**config.mk**
```make
export PLATFORM = sky130hd
export DESIGN_NAME = axis_msg_depacketizer
export DESIGN_NICKNAME = d
export VERILOG_FILES = /design/src/rtl/axis_msg_depacketizer.sv
export SDC_FILE = /design/constraint.sdc
export NUM_CORES = 1
export LEC_CHECK = 0
export CAP_MARGIN = 20
export CORE_MARGIN = 2
export CORE_UTILIZATION = 40
export CTS_CLUSTER_SIZE = 16
export DETAILED_ROUTE_END_ITERATION = 7
export PLACE_DENSITY = 0.66
export SYNTH_ARGS = -nofsm -noshare
export SYNTH_HDL_FRONTEND = slang
export SYNTH_SLANG_ARGS = --single-unit
export TNS_END_PERCENT = 5
```
**constraint.sdc**
```tcl
create_clock -name clk_200MHz -period 4.9 [get_ports clk_200MHz]
set_input_delay 0.735 -clock clk_200MHz [delete_from_list [all_inputs] [get_ports clk_200MHz]]
set_output_delay 0.735 -clock clk_200MHz [all_outputs]
set_load 0.05 [all_outputs]
```
**src/rtl/axis_msg_depacketizer.sv**
```systemverilog
// axis_msg_depacketizer: strips and checks the 32-bit message header and forwards payload addressed to this node.
// Optional: define MSG_HDR_PASSTHRU_EN to also forward accepted headers as the first output beat.
module axis_msg_depacketizer #(
    parameter logic [7:0] UID_BROADCAST = 8'hFF,
    parameter int LEN_W = 16,
    parameter int CNT_W = 16
) (
    input  logic             clk_200MHz,
    input  logic             peripheral_aresetn,
    input  logic [7:0]       local_uid,
    input  logic [31:0]      input_r_TDATA,
    input  logic             input_r_TLAST,
    input  logic             input_r_TVALID,
    output logic             input_r_TREADY,
    output logic [31:0]      output_r_TDATA,
    output logic             output_r_TLAST,
    output logic             output_r_TVALID,
    input  logic             output_r_TREADY,
    output logic [7:0]       src_uid,
    output logic [LEN_W-1:0] msg_len,
    output logic             msg_done,
    output logic             err_dest,
    output logic             err_len,
    output logic [CNT_W-1:0] msg_count
);
    typedef enum logic [1:0] {HDR, PAYLOAD, DROP} state_t;
    state_t state, state_nxt;
    logic [CNT_W-1:0] word_cnt, word_cnt_nxt, words_exp, hdr_exp, cnt_inc;
    logic [32:0] mem [2];
    logic wp, rp;
    logic [1:0] fill, fill_nxt;
    logic beat, pop, push, push_last, hdr_ok, latch, done_nxt, elen_nxt, edest_nxt, inc;

    function automatic logic [CNT_W-1:0] words_of(input logic [LEN_W-1:0] len);
        logic [LEN_W:0] s;
        s = {1'b0, len} + (LEN_W+1)'(3);
        return CNT_W'(s[LEN_W:2]);
    endfunction

    assign beat = input_r_TVALID & input_r_TREADY;
    assign pop = output_r_TVALID & output_r_TREADY;
    assign output_r_TVALID = fill != 2'd0;
    assign {output_r_TLAST, output_r_TDATA} = mem[rp];
    assign hdr_ok = input_r_TDATA[31:24] == local_uid || input_r_TDATA[31:24] == UID_BROADCAST;
    assign hdr_exp = words_of(input_r_TDATA[LEN_W-1:0]);
    assign words_exp = words_of(msg_len);
    assign cnt_inc = word_cnt + CNT_W'(1);
    assign fill_nxt = fill + {1'b0, push} - {1'b0, pop};

    // Next state, FIFO push and status pulse decode for the current input beat
    always_comb begin
        state_nxt = state;
        word_cnt_nxt = word_cnt;
        push = 1'b0;
        push_last = 1'b0;
        latch = 1'b0;
        done_nxt = 1'b0;
        elen_nxt = 1'b0;
        edest_nxt = 1'b0;
        inc = 1'b0;
        case (state)
            HDR: if (beat) begin
                latch = 1'b1;
                word_cnt_nxt = '0;
                if (!hdr_ok) begin
                    edest_nxt = 1'b1;
                    state_nxt = input_r_TLAST ? HDR : DROP;
                end else if (hdr_exp == '0) begin
                    done_nxt = input_r_TLAST;
                    inc = input_r_TLAST;
                    elen_nxt = !input_r_TLAST;
                    state_nxt = input_r_TLAST ? HDR : DROP;
                end else begin
                    elen_nxt = input_r_TLAST;
                    state_nxt = input_r_TLAST ? HDR : PAYLOAD;
                end
`ifdef MSG_HDR_PASSTHRU_EN
                push = hdr_ok;
                push_last = hdr_exp == '0 || input_r_TLAST;
`endif
            end
            PAYLOAD: if (beat) begin
                push = 1'b1;
                word_cnt_nxt = cnt_inc;
                if (input_r_TLAST || cnt_inc == words_exp) begin
                    push_last = 1'b1;
                    inc = 1'b1;
                    done_nxt = input_r_TLAST;
                    elen_nxt = !(input_r_TLAST && cnt_inc == words_exp);
                    state_nxt = input_r_TLAST ? HDR : DROP;
                end
            end
            DROP: if (beat && input_r_TLAST) state_nxt = HDR;
            default: state_nxt = HDR;
        endcase
    end

    // FSM state register
    always_ff @(posedge clk_200MHz or negedge peripheral_aresetn)
        if (!peripheral_aresetn) state <= HDR;
        else state <= state_nxt;

    // Header fields, word counter, status pulses and the registered input ready
    always_ff @(posedge clk_200MHz or negedge peripheral_aresetn) begin
        if (!peripheral_aresetn) begin
            word_cnt <= '0;
            src_uid <= '0;
            msg_len <= '0;
            msg_done <= 1'b0;
            err_len <= 1'b0;
            err_dest <= 1'b0;
            msg_count <= '0;
            input_r_TREADY <= 1'b0;
        end else begin
            word_cnt <= word_cnt_nxt;
            if (latch) begin
                src_uid <= input_r_TDATA[23:16];
                msg_len <= input_r_TDATA[LEN_W-1:0];
            end
            msg_done <= done_nxt;
            err_len <= elen_nxt;
            err_dest <= edest_nxt;
            if (inc) msg_count <= msg_count + CNT_W'(1);
            input_r_TREADY <= state_nxt == DROP || fill_nxt != 2'd2;
        end
    end

    // Two-entry output FIFO carrying TLAST alongside each data word
    always_ff @(posedge clk_200MHz or negedge peripheral_aresetn) begin
        if (!peripheral_aresetn) begin
            mem[0] <= '0;
            mem[1] <= '0;
            wp <= 1'b0;
            rp <= 1'b0;
            fill <= 2'd0;
        end else begin
            if (push) begin
                mem[wp] <= {push_last, input_r_TDATA};
                wp <= !wp;
            end
            if (pop) rp <= !rp;
            fill <= fill_nxt;
        end
    end
endmodule

```
== Yosys cells after proc, flatten, opt, wreduce, memory -nomap -nowiden ==
Cells that the tools add are included.

* Bits in registers: 132
* Output and inout bits: 78

* Equality and inequality tests: 9
* Reductions and logical operators: 15
* Order comparisons: 3
* Add/subtract/negate cells: 6
* Bitwise operators: 4
* Multiplexer cells: 40

{| class="wikitable"
|+ Operators with widths
! operator !! count
|-
| two-way mux 33 bit || 4
|-
| bitwise mux 66 bit || 1
|-
| adder 16 x 2 -> 17 bit (second input constant) || 2
|-
| demux 33 bit (select 1 bit) || 1
|-
| adder 16 x 1 -> 16 bit (second input constant) || 2
|-
| two-way mux 16 bit || 2
|-
| case mux 16 bit (2 select lines) || 1
|-
| two-way mux 1 bit || 20
|-
| == test 16 x 15 -> 1 bit || 1
|-
| logical NOT 16 bit || 1
|-
| two-way mux 2 bit || 7
|-
| == test 8 bit || 1
|-
| == test 8 bit (second input constant) || 1
|-
| inequality test 2 bit (second input constant) || 3
|-
| case mux 1 bit (2 select lines) || 3
|-
| case mux 2 bit (3 select lines) || 1
|-
| == test 2 bit (second input constant) || 2
|-
| greater-or-equal comparator 2 bit (second input constant) || 2
|-
| logical NOT 1 bit || 4
|-
| inverter 1 -> 2 bit || 2
|-
| nonzero test 2 bit || 2
|-
| logical AND 1 bit || 3
|-
| logical OR 1 bit || 3
|-
| AND reduction 3 bit || 1
|-
| 6 further kinds || 7
|}

== Longest topological paths before layout ==
Gate-level depths: netlist of the first run.

* Depth in word-level cells: 8
* Mapped depth: 14
* Mapped depth without buffers: 14

== Least setup slack after synthesis of the first run ==
No wires, ideal clock.

* Path kind: flip-flop to flip-flop
* Start: reg msg_len[3]
* End: reg msg_count[5]
* Stages on the path, launching flop included: 14
* Path buffers: 0
* Data arrival time: 3.356 ns
* Path slack: 1.403 ns
* Path through: dfrtp_1 > o211ai_1 > nor2_1 > nand4_1 > or4_1 > a21boi_1 > o21ai_1 > a221o_1 > ha_1 > inv_1 > a32oi_1 > nor3_1 > nand4_1 > xnor2_1

* Longest elaborated chain between the ends: 6

{| class="wikitable"
|+ Ends and longest elaborated chain
! element !! line !! text
|-
| from (decl) || 20 || <nowiki>output logic [LEN_W-1:0] msg_len,</nowiki>
|-
| from (signal assigned) || 118 || <nowiki>msg_len <= input_r_TDATA[LEN_W-1:0];</nowiki>
|-
| adder 16 x 2 -> 17 bit || 36 || <nowiki>s = {1'b0, len} + (LEN_W+1)'(3);</nowiki>
|-
| == test 16 x 15 -> 1 bit || 85 || <nowiki>if (input_r_TLAST || cnt_inc == words_exp) begin</nowiki>
|-
| logical OR 1 bit || 85 ||
|-
| two-way mux 1 bit || 85 ||
|-
| two-way mux 1 bit || 82 || <nowiki>PAYLOAD: if (beat) begin</nowiki>
|-
| case mux 1 bit (2 select lines) || 61 || <nowiki>case (state)</nowiki>
|-
| to (signal assigned) || 123 || <nowiki>if (inc) msg_count <= msg_count + CNT_W'(1);</nowiki>
|-
| to (decl) || 24 || <nowiki>output logic [CNT_W-1:0] msg_count</nowiki>
|}

No other way between the ends.
A chain may end at the register's enable or synchronous reset.

== Worst setup path in the final report of the first run ==
* Start: reg word_cnt[0]
* End: reg msg_count[5]

* Longest elaborated chain between the ends: 6

{| class="wikitable"
|+ Ends and longest elaborated chain
! element !! line !! text
|-
| from (decl) || 28 || <nowiki>logic [CNT_W-1:0] word_cnt, word_cnt_nxt, words_exp, hdr_exp, cnt_inc;</nowiki>
|-
| from (signal assigned) || 115 || <nowiki>word_cnt <= word_cnt_nxt;</nowiki>
|-
| adder 16 x 1 -> 16 bit || 47 || <nowiki>assign cnt_inc = word_cnt + CNT_W'(1);</nowiki>
|-
| == test 16 x 15 -> 1 bit || 85 ||
|-
| logical OR 1 bit || 85 ||
|-
| two-way mux 1 bit || 85 ||
|-
| two-way mux 1 bit || 82 ||
|-
| case mux 1 bit (2 select lines) || 61 ||
|}

No other way between the ends.

==> impl_metrics.tcl, run 1 <==
set metrics [dict create \
    vias_per_cell 5.301 \
    grt_pass1_vias 5092 \
    maxCapViolCount 0 \
    synth_edf_count 0 \
    worstPathRequired_ns 5.20 \
    yosysSeqAreaShare 0.5035 \
    critPathBufInv 1 \
    drive_gt1_frac 0.2425 \
    worstMarginPinSlew_ns 0.9391 \
    power_density_nw_per_um2 480.1 \
    cts_hold_buf 0 \
    final_antenna_net_count 0 \
    synth_cell_type_count 54 \
    drt_iter0_markers 330 \
    ys_seq_elements 132 \
    ir_drop_v 0.0003986 \
    layout_setup_ws_ns 0.9597 \
    cts_sinks 132 \
    hold_viol_final 0 \
    holdWs_ns 0.4607 \
    stdcell_count 913 \
    antenna_found_initial 0 \
    layout_commonest_cell "dfrtp_1" \
    fin_crit_ns 3.940 \
    yosys.area_share.adder 0.01526 \
    path_max_fanout 7 \
    start_util 0.4115 \
    grt_pass1_wl_mm 26.60 \
    antenna_cells 0 \
    insertion_delay_ns 0.41 \
    synth_top_cell_by_area "dfrtp_1" \
    max_slew_margin 0.3739 \
    synthSimpleGateAreaFrac 0.1163 \
    synth-compound-area-share 0.06008 \
    worstPathCellList "ha_1 > nand4_1 > nor4_2 > xor2_1 > or4_1 > a21boi_1 > o21ai_1 > a221o_1 > ha_1 > inv_1 > a32oi_1 > nor3_1 > nand4_1 > xnor2_1" \
    setup_viol_count_final 0 \
    portBuffers 122 \
    synth_area_leaders "dfrtp_1 (50%), mux2_2 (21%), xnor2_1 (6.0%), nand2_1 (2.3%), o21ai_0 (2.1%)" \
    cts_tree "done" \
    grt_max_degree 73 \
    synth_mux_area_frac 0.2106 \
    clk_pin_slew_ns 0.06 \
    die_y_um 132.1 \
    fin_worst_skew_ns 0.01135 \
    drt_drc_violations_left 0 \
    fmax_mhz 253.8 \
    nets 739 \
    dp.cells 883 \
    die-area_sq_um 17440 \
    yosys_warnings 0 \
    numCtsBuffers 17 \
    coreArea_sq_um 15940 \
    finalMaxSlewViolations 0 \
    status "complete, no violations" \
    area_growth_pct 31.11 \
    cts_max_level 4 \
    dr.pass1.iters 4 \
    wire_per_inst_um 17.60 \
    syn_area_sq_um 6560 \
    dpl.hpwl_mm 11.37 \
    p_leak_uw 0.003812 \
    synth_top_area_share 0.5035 \
    ys_async_sr_fraction 1.000 \
    die_w_um 132.1 \
    io_pins 123 \
    design_area_sq_um 8601 \
    cts_resized 0 \
    wl_mm 16.07 \
    rows 46 \
    rsz0062_at_grt "false" \
    cpLargestDelayFamily "simple AND/OR/NAND/NOR gates" \
    hold_path.class "input pin to asynchronous set/reset pin" \
    cts_setup_buffers 0 \
    synth_nets 611 \
    avgSynthCellArea_sq_um 11.76 \
    dpl_worst_slack_ns 1.009 \
    clockRootBuffer "clkbuf_16" \
    fin_crit_sh 0.8041 \
    worstPathArrival_ns 4.24 \
    cts_buffer_depth 2 \
    start_kind "register" \
    gr-total-overflow 0 \
    crit_path_top_delay_cell "nor3_1" \
    ys.flop_type "dfrtp_1" \
    synth_top_family_by_area "multiplexers" \
    crit_path_max_incr_delay_ns 0.57 \
    synthCells 558 \
    tns_ns 0 \
    via_count 4840 \
    placed_area_sq_um 8019 \
    final_cell_mix "dfrtp_1 (132), clkdlybuf4s50_1 (121), mux2_2 (120)" \
    globalRouteTotalUtil 0.1927 \
    critPathCaptureType "register" \
    synth_xor_area_frac 0.07210 \
    crit_type "register to register" \
    place.gp.congestion 0.8573 \
]
final cells by class:
class,instances,area (sq um)
Clock buffer,21,450.4
Clock inverter,9,131.4
Fill cell,1379,7342
Inverter,16,60.06
Multi-Input combinational cell,390,3114
Sequential cell,132,3303
Tap cell,216,270.3
Timing Repair Buffer,129,1271
worst reg2reg max path, cell delays in order, from the launching register on:
cell and delay, ns:
dfrtp_1 0.46, ha_1 0.29, nand4_1 0.22, nor4_2 0.29
xor2_1 0.19, or4_1 0.51, a21boi_1 0.14, o21ai_1 0.07
a221o_1 0.31, ha_1 0.23, inv_1 0.09, a32oi_1 0.13
nor3_1 0.57, nand4_1 0.19, xnor2_1 0.15
final timing paths:
path                            slack [ns]       endpoint                from  depth (start not counted)
worst max-delay path                  0.96   msg_count[5]         word_cnt[0]                         14
worst min-delay path                  0.46    msg_len[12]  peripheral_aresetn                          1
worst max register to register        0.96   msg_count[5]         word_cnt[0]                         14
worst min register to register        0.47  msg_count[15]       msg_count[15]                          1
max in group asynchronous             3.46     msg_len[4]  peripheral_aresetn                          2
min in group clk_200MHz               0.47  msg_count[15]       msg_count[15]                          1
synthesized netlist by cell type, drive strengths merged (2+ instances only):
cell	n
a21boi	2
a21o	2
a21oi	10
a22o	2
and3	5
and4	2
buf	2
clkbuf	18
dfrtp	132
ha	8
inv	16
mux2	120
mux2i	3
nand2	41
nand3	25
nand4	17
nand4b	2
nor2	17
nor3	14
nor3b	3
nor4	6
o211a	2
o211ai	4
o21ai	29
o22ai	2
or2	3
or3	4
xnor2	45
xor2	9
sequential cells by signal (all words and copies together), names as in the netlist:
| signal | flops |
|---|---|
| rp | 1 |
| input_r_TREADY | 1 |
| err_len | 1 |
| mem | 66 |
| fill | 2 |
| msg_count | 16 |
| word_cnt | 16 |
| msg_len | 16 |
| msg_done | 1 |
| wp | 1 |
| state | 2 |
| err_dest | 1 |
| src_uid | 8 |
through the flow:
step | utilization | power, uW
floorplan | - | 2378
detailed placement | 0.5030 | 2895
CTS | 0.5395 | 4176
global route | 0.5395 | 4314
global placement | 0.5030 | 2871
finish | 0.5395 | 4130
power breakdown:
| group | total [uW] | internal, uW | leakage (uW) | switching [uW] |
|---|---|---|---|---|
| Clock | 1260 | 806 | 0.000275 | 453 |
| Sequential | 1450 | 1250 | 0.00177 | 208 |
| Combinational | 1420 | 571 | 0.00177 | 845 |
| Total | 4130 | 2620 | 0.00381 | 1510 |
metal layers:
metal / share of wire / wire, um / track usage
met4: 0.015 / 242 / 0.06099
met5: 0 / 0 / 0
met3: 0.057 / 913 / 0.05652
met2: 0.49 / 7888 / 0.3238
met1: 0.44 / 7023 / 0.2396
logic make-up after synthesis:
logic type | after synthesis
AND/OR/NAND/NOR | 142
flip-flops | 132
multiplexers | 123
AO/OA/AOI/OAI | 63
XOR/XNOR | 54
buffers and inverters | 36
adder cells (fa/ha/maj) | 8
No activity file was read; power rests on OpenSTA's default activity.
==> inputs of run 2 (changes only) <==
PLACE_DENSITY = 0.68   (was 0.66)
clock period = 3.5 ns   (was 4.9 ns; I/O delays follow)
==> impl_metrics.tcl, run 2 (synthesis results as in run 1) <==
set metrics [dict create \
    fin_worst_skew_ns 0.007085 \
    area_growth_pct 36.68 \
    reg2reg_to "msg_count[8]" \
    wire_per_inst_um 17.70 \
    status "complete, no violations" \
    tns_ns 0 \
    final_antenna_net_count 0 \
    layout_commonest_cell "dfrtp_1" \
    cts_tree "done" \
    gr-total-overflow 0 \
    p_clk_frac 0.302 \
    largest_register_ffs 66 \
    switchingPower_uw 2179 \
    crit_type "register to register" \
    top_register "mem" \
    grt_max_degree 83 \
    place.gp.congestion 0.8823 \
    cts_hold_buf 0 \
    setup_viol_count_final 0 \
    start_kind "register" \
    dp.cells 911 \
    via_count 5006 \
    fin_crit_sh 0.9646 \
    numCtsBuffers 17 \
    max_slew_margin 0.4700 \
    start_util 0.4115 \
    cts_max_level 4 \
    path_max_fanout 7 \
    nets 772 \
    fmax_mhz 296.2 \
    worstPathArrival_ns 3.68 \
    die_w_um 132.1 \
    holdWs_ns 0.1522 \
    die_y_um 132.1 \
    dr.pass1.iters 4 \
    intPower_uw 3805 \
    dpl.hpwl_mm 11.80 \
    maxCapViolCount 0 \
    drt_iter0_markers 211 \
    globalRouteTotalUtil 0.1927 \
    p_leak_uw 0.003995 \
    p_sw_frac 0.3641 \
    vias_per_cell 5.281 \
    dpl_worst_slack_ns -0.02036 \
    hold_path.class "input pin to asynchronous set/reset pin" \
    power_density_nw_per_um2 667.3 \
    drt_drc_violations_left 0 \
    seq_power_share 0.322 \
    hold_viol_final 0 \
    worstPathRequired_ns 3.80 \
    finalMaxSlewViolations 0 \
    antenna_found_initial 0 \
    ir_drop_v 0.0004186 \
    final_cell_mix "dfrtp_1 (128), clkdlybuf4s50_1 (121), mux2_2 (120)" \
    rows 46 \
    clockRootBuffer "clkbuf_16" \
    layout_setup_ws_ns 0.1238 \
    r2r_start "word_cnt[1]" \
    cts_buffer_depth 2 \
    fin_crit_ns 3.376 \
    portBuffers 122 \
    pwr-share-comb 0.376 \
    coreArea_sq_um 15940 \
    cts_sinks 132 \
    insertion_delay_ns 0.42 \
    reg2reg_depth 15 \
    r2r_setup_slack_ns 0.12 \
    antenna_cells 0 \
    design_area_sq_um 8966 \
    stdcell_count 948 \
    die-area_sq_um 17440 \
    grt_pass1_wl_mm 26.94 \
    clk_pin_slew_ns 0.06 \
    drive_gt1_frac 0.3046 \
    worstMarginPinSlew_ns 0.7950 \
    io_pins 123 \
    critPathCaptureType "register" \
    placed_area_sq_um 8258 \
    grt_pass1_vias 5225 \
    wl_mm 16.78 \
]
## run 2: cell count changes in the layout (fill, tap and decap cells not counted), moves of 3 or more
cell | before | now
buf_4 | 8 | 38
nor2_1 | 16 | 13
dfrtp_2 | 0 | 4
nor2_2 | 1 | 4
dfrtp_1 | 132 | 128
## run 2: worst max path at each step
stage                           start           end  slack (ns)  depth (start not counted)
final                     word_cnt[1]  msg_count[8]        0.12                         15
after global routing      word_cnt[0]  msg_count[5]       -0.05                         15
after CTS                 word_cnt[1]  msg_count[5]       0.003                         15
after detailed placement  word_cnt[1]  msg_count[5]       -0.02                         15
after global placement    word_cnt[1]  msg_count[8]        0.17                         15
after floorplan            msg_len[3]  msg_count[5]       0.003                         13
## run 2: power groups by stage
| stage | logic (uW) | registers [uW] | clock network, uW |
|---|---|---|---|
| 2_1_floorplan | 860 | 2470 | 0 |
| 4_1_cts | 2240 | 1930 | 1840 |
| 6_report | 2250 | 1930 | 1810 |
| 5_1_grt | 2380 | 1960 | 1900 |
| 3_5_place_dp | 2230 | 1950 | 0 |
| 3_3_place_gp | 2200 | 1940 | 0 |
## run 2: per-stage QoR
stage | total power [uW] | util
after floorplan | 3329 | -
after global placement | 4137 | 0.5180
after detailed placement | 4186 | 0.5180
after CTS | 6013 | 0.5566
after global routing | 6242 | 0.5624
final | 5984 | 0.5624
## run 2: layout make-up
cell class	instances	area (sq um)
Sequential cell	132	3308
Tap cell	216	270.3
Inverter	16	60.06
Timing Repair Buffer	162	1548
Multi-Input combinational cell	390	3179
Fill cell	1361	6977
Clock inverter	12	153.9
Clock buffer	20	446.7
## run 2: worst max-delay path, stage by stage (launching register included)
cell	delay, ns
dfrtp_1	0.40
ha_2	0.20
nand4_1	0.21
nor4_2	0.24
xor2_1	0.13
or4_4	0.49
a21boi_2	0.16
o21ai_1	0.07
a221o_1	0.36
ha_2	0.21
inv_2	0.08
a32oi_4	0.07
nor3b_2	0.21
buf_4	0.18
nand4_1	0.12
xnor2_1	0.14
## run 2: repair_timing
item                                    4_1_cts  5_1_grt
pin swaps                                     2       11
buffers inserted                              2        3
resized for setup                             0       21
endpoints found under the setup margin        7       15
## run 2: routing by layer
| layer | part of all wire | vias to the layer above | wire length (um) | GRT usage |
|---|---|---|---|---|
| li1 | - | 2323 | - | - |
| met1 | 0.43 | 2513 | 7226 | 0.2459 |
| met2 | 0.49 | 145 | 8291 | 0.3197 |
| met3 | 0.058 | 25 | 968 | 0.05075 |
| met4 | 0.017 | 0 | 291 | 0.06280 |
| met5 | 0 | - | 0 | 0 |
==> inputs of run 3 (changes only) <==
CORE_MARGIN = 1.5   (was 2)
CTS_CLUSTER_DIAMETER = 80   (was not set)
==> impl_metrics.tcl, run 3 (synthesis results as in run 1) <==
set metrics [dict create \
    worstPathCellList "nand4_4 > nor4_4 > buf_4 > nand3_1 > xnor2_1 > nor3_1 > nand4_1 > a221o_1 > ha_1 > inv_1 > a32oi_2 > nor3b_2 > buf_4 > nand4_1 > xnor2_1" \
    coreArea_sq_um 15940 \
    reg2reg_depth 15 \
    worstMarginPinSlew_ns 0.8404 \
    final_antenna_net_count 0 \
    p_leak_uw 0.003980 \
    worstPathRequired_ns 3.80 \
    maxCapViolCount 0 \
    multiInputGateArea_sq_um 3151 \
    pwr-share-comb 0.379 \
    p_sw_frac 0.3720 \
    hold_viol_final 0 \
    dpl.hpwl_mm 11.77 \
    worstPathArrival_ns 3.64 \
    cts_buffer_depth 2 \
    nets 772 \
    io_pins 123 \
    cts_sinks 132 \
    r2r_start "word_cnt[6]" \
    fmax_mhz 299.5 \
    final_cell_mix "dfrtp_1 (125), clkdlybuf4s50_1 (121), mux2_2 (120)" \
    max_slew_margin 0.4397 \
    gr-total-overflow 0 \
    r2r_setup_slack_ns 0.16 \
    crit_type "register to register" \
    fill_cells 1347 \
    largest_register_ffs 66 \
    insertion_delay_ns 0.42 \
    die_y_um 131.1 \
    cts_max_level 4 \
    top_usage_layer "met2" \
    reg2reg_to "msg_count[8]" \
    top_register "mem" \
    wl_mm 16.64 \
    start_kind "register" \
    final_core_util 0.5583 \
    place.gp.congestion 0.9143 \
    ir_drop_v 0.0005059 \
    p_clk_frac 0.288 \
    antenna_cells 0 \
    tns_ns 0 \
    path_max_fanout 7 \
    drive_gt1_frac 0.2992 \
    fin_crit_ns 3.339 \
    crit_path_max_incr_delay_ns 0.44 \
    use_met1 0.2588 \
    crit_path_top_delay_cell "dfrtp_2" \
    die-area_sq_um 17180 \
    vias_per_cell 5.302 \
    clk_pin_slew_ns 0.06 \
    clockRootBuffer "clkbuf_16" \
    seq_power_share 0.333 \
    cts_tree "done" \
    portBuffers 122 \
    layout_commonest_cell "dfrtp_1" \
    drt_iter0_markers 199 \
    wire_per_inst_um 17.56 \
    intPower_uw 3663 \
    grt_max_degree 66 \
    met3_usage 0.05601 \
    die_w_um 131.1 \
    grt_pass1_wl_mm 26.51 \
    via_count 5026 \
    hold_path.class "input pin to asynchronous set/reset pin" \
    status "complete, no violations" \
    rows 46 \
    globalRouteTotalUtil 0.2050 \
    drt_drc_violations_left 0 \
    fin_worst_skew_ns 0.006607 \
    area_growth_pct 35.69 \
    critPathCaptureType "register" \
    regArea_sq_um 3312 \
    start_util 0.4115 \
    antenna_found_initial 0 \
    worstSetupStartpoint "word_cnt[6]" \
    dr.pass1.iters 4 \
    grt_pass1_vias 5192 \
    numCtsBuffers 17 \
    power_density_nw_per_um2 655.2 \
    cp-endpoint "msg_count[8]" \
    rsz0062_at_grt "true" \
    grt_use_met2 0.3412 \
    setup_viol_count_final 0 \
    finalMaxSlewViolations 0 \
    fin_crit_sh 0.9541 \
    switchingPower_uw 2170 \
]
## run 3: area by class of cell
class	instances	share of cell area
timing repair buffer	162	0.1735
clock buffer	21	0.05173
multi-input combinational	390	0.3539
inverter	16	0.006747
clock inverter	11	0.01167
sequential	132	0.3721
tap	216	0.03036
## run 3: power groups by stage
stage | logic (uW) | clock network [uW] | registers [uW]
6_report | 2210 | 1680 | 1940
5_1_grt | 2350 | 1790 | 1970
4_1_cts | 2200 | 1720 | 1940
3_5_place_dp | 2190 | 0 | 1970
3_3_place_gp | 2150 | 0 | 1950
2_1_floorplan | 860 | 0 | 2470
## run 3: what timing repair did
action                     CTS  global route
setup endpoints to repair    0            16
resized for setup            0            15
hold endpoints to repair     0             0
setup buffers                0             8
hold buffers                 0             0
## run 3: worst max-delay path, delay by kind of cell, from the launching register on
| kind | cells | cell delay, ns |
|---|---|---|
| and+or+nand+nor | 7 | 1.36 |
| xor gates and xnor gates | 2 | 0.31 |
| DFF | 1 | 0.44 |
| adders and majority gates | 1 | 0.23 |
| AOI/OAI and AO/OA | 2 | 0.42 |
| buffers and inverters | 3 | 0.45 |
## run 3: how the worst min path moves through the flow
stage / slack, ns / from / endpoint
after global routing: 0.25 / peripheral_aresetn / mem[5]
after global placement: 0.46 / mem[12] / mem[12]
final: 0.21 / peripheral_aresetn / mem[5]
after floorplan: 0.23 / peripheral_aresetn / err_dest
after CTS: 0.22 / peripheral_aresetn / mem[5]
after detailed placement: 0.47 / msg_count[15] / msg_count[15]
## run 3: through the flow
stage          cell area (sq um)  instances  hold slack, ns  setup WS [ns]  power [uW]
6_report                    8901        948          0.2057         0.1606        5832
5_1_grt                     8901        948          0.2512       -0.05435        6108
3_3_place_gp                8232        908          0.4615         0.1277        4105
2_1_floorplan               6560        558          0.2294       0.003486        3329
3_5_place_dp                8232        908          0.4661        0.03294        4160
4_1_cts                     8796        940          0.2246        0.01817        5870
## run 3: per-layer routing
metal,share of wire,vias up
met5,0,-
met4,0.013,0
met3,0.051,21
met2,0.50,146
met1,0.44,2532
li1,-,2327
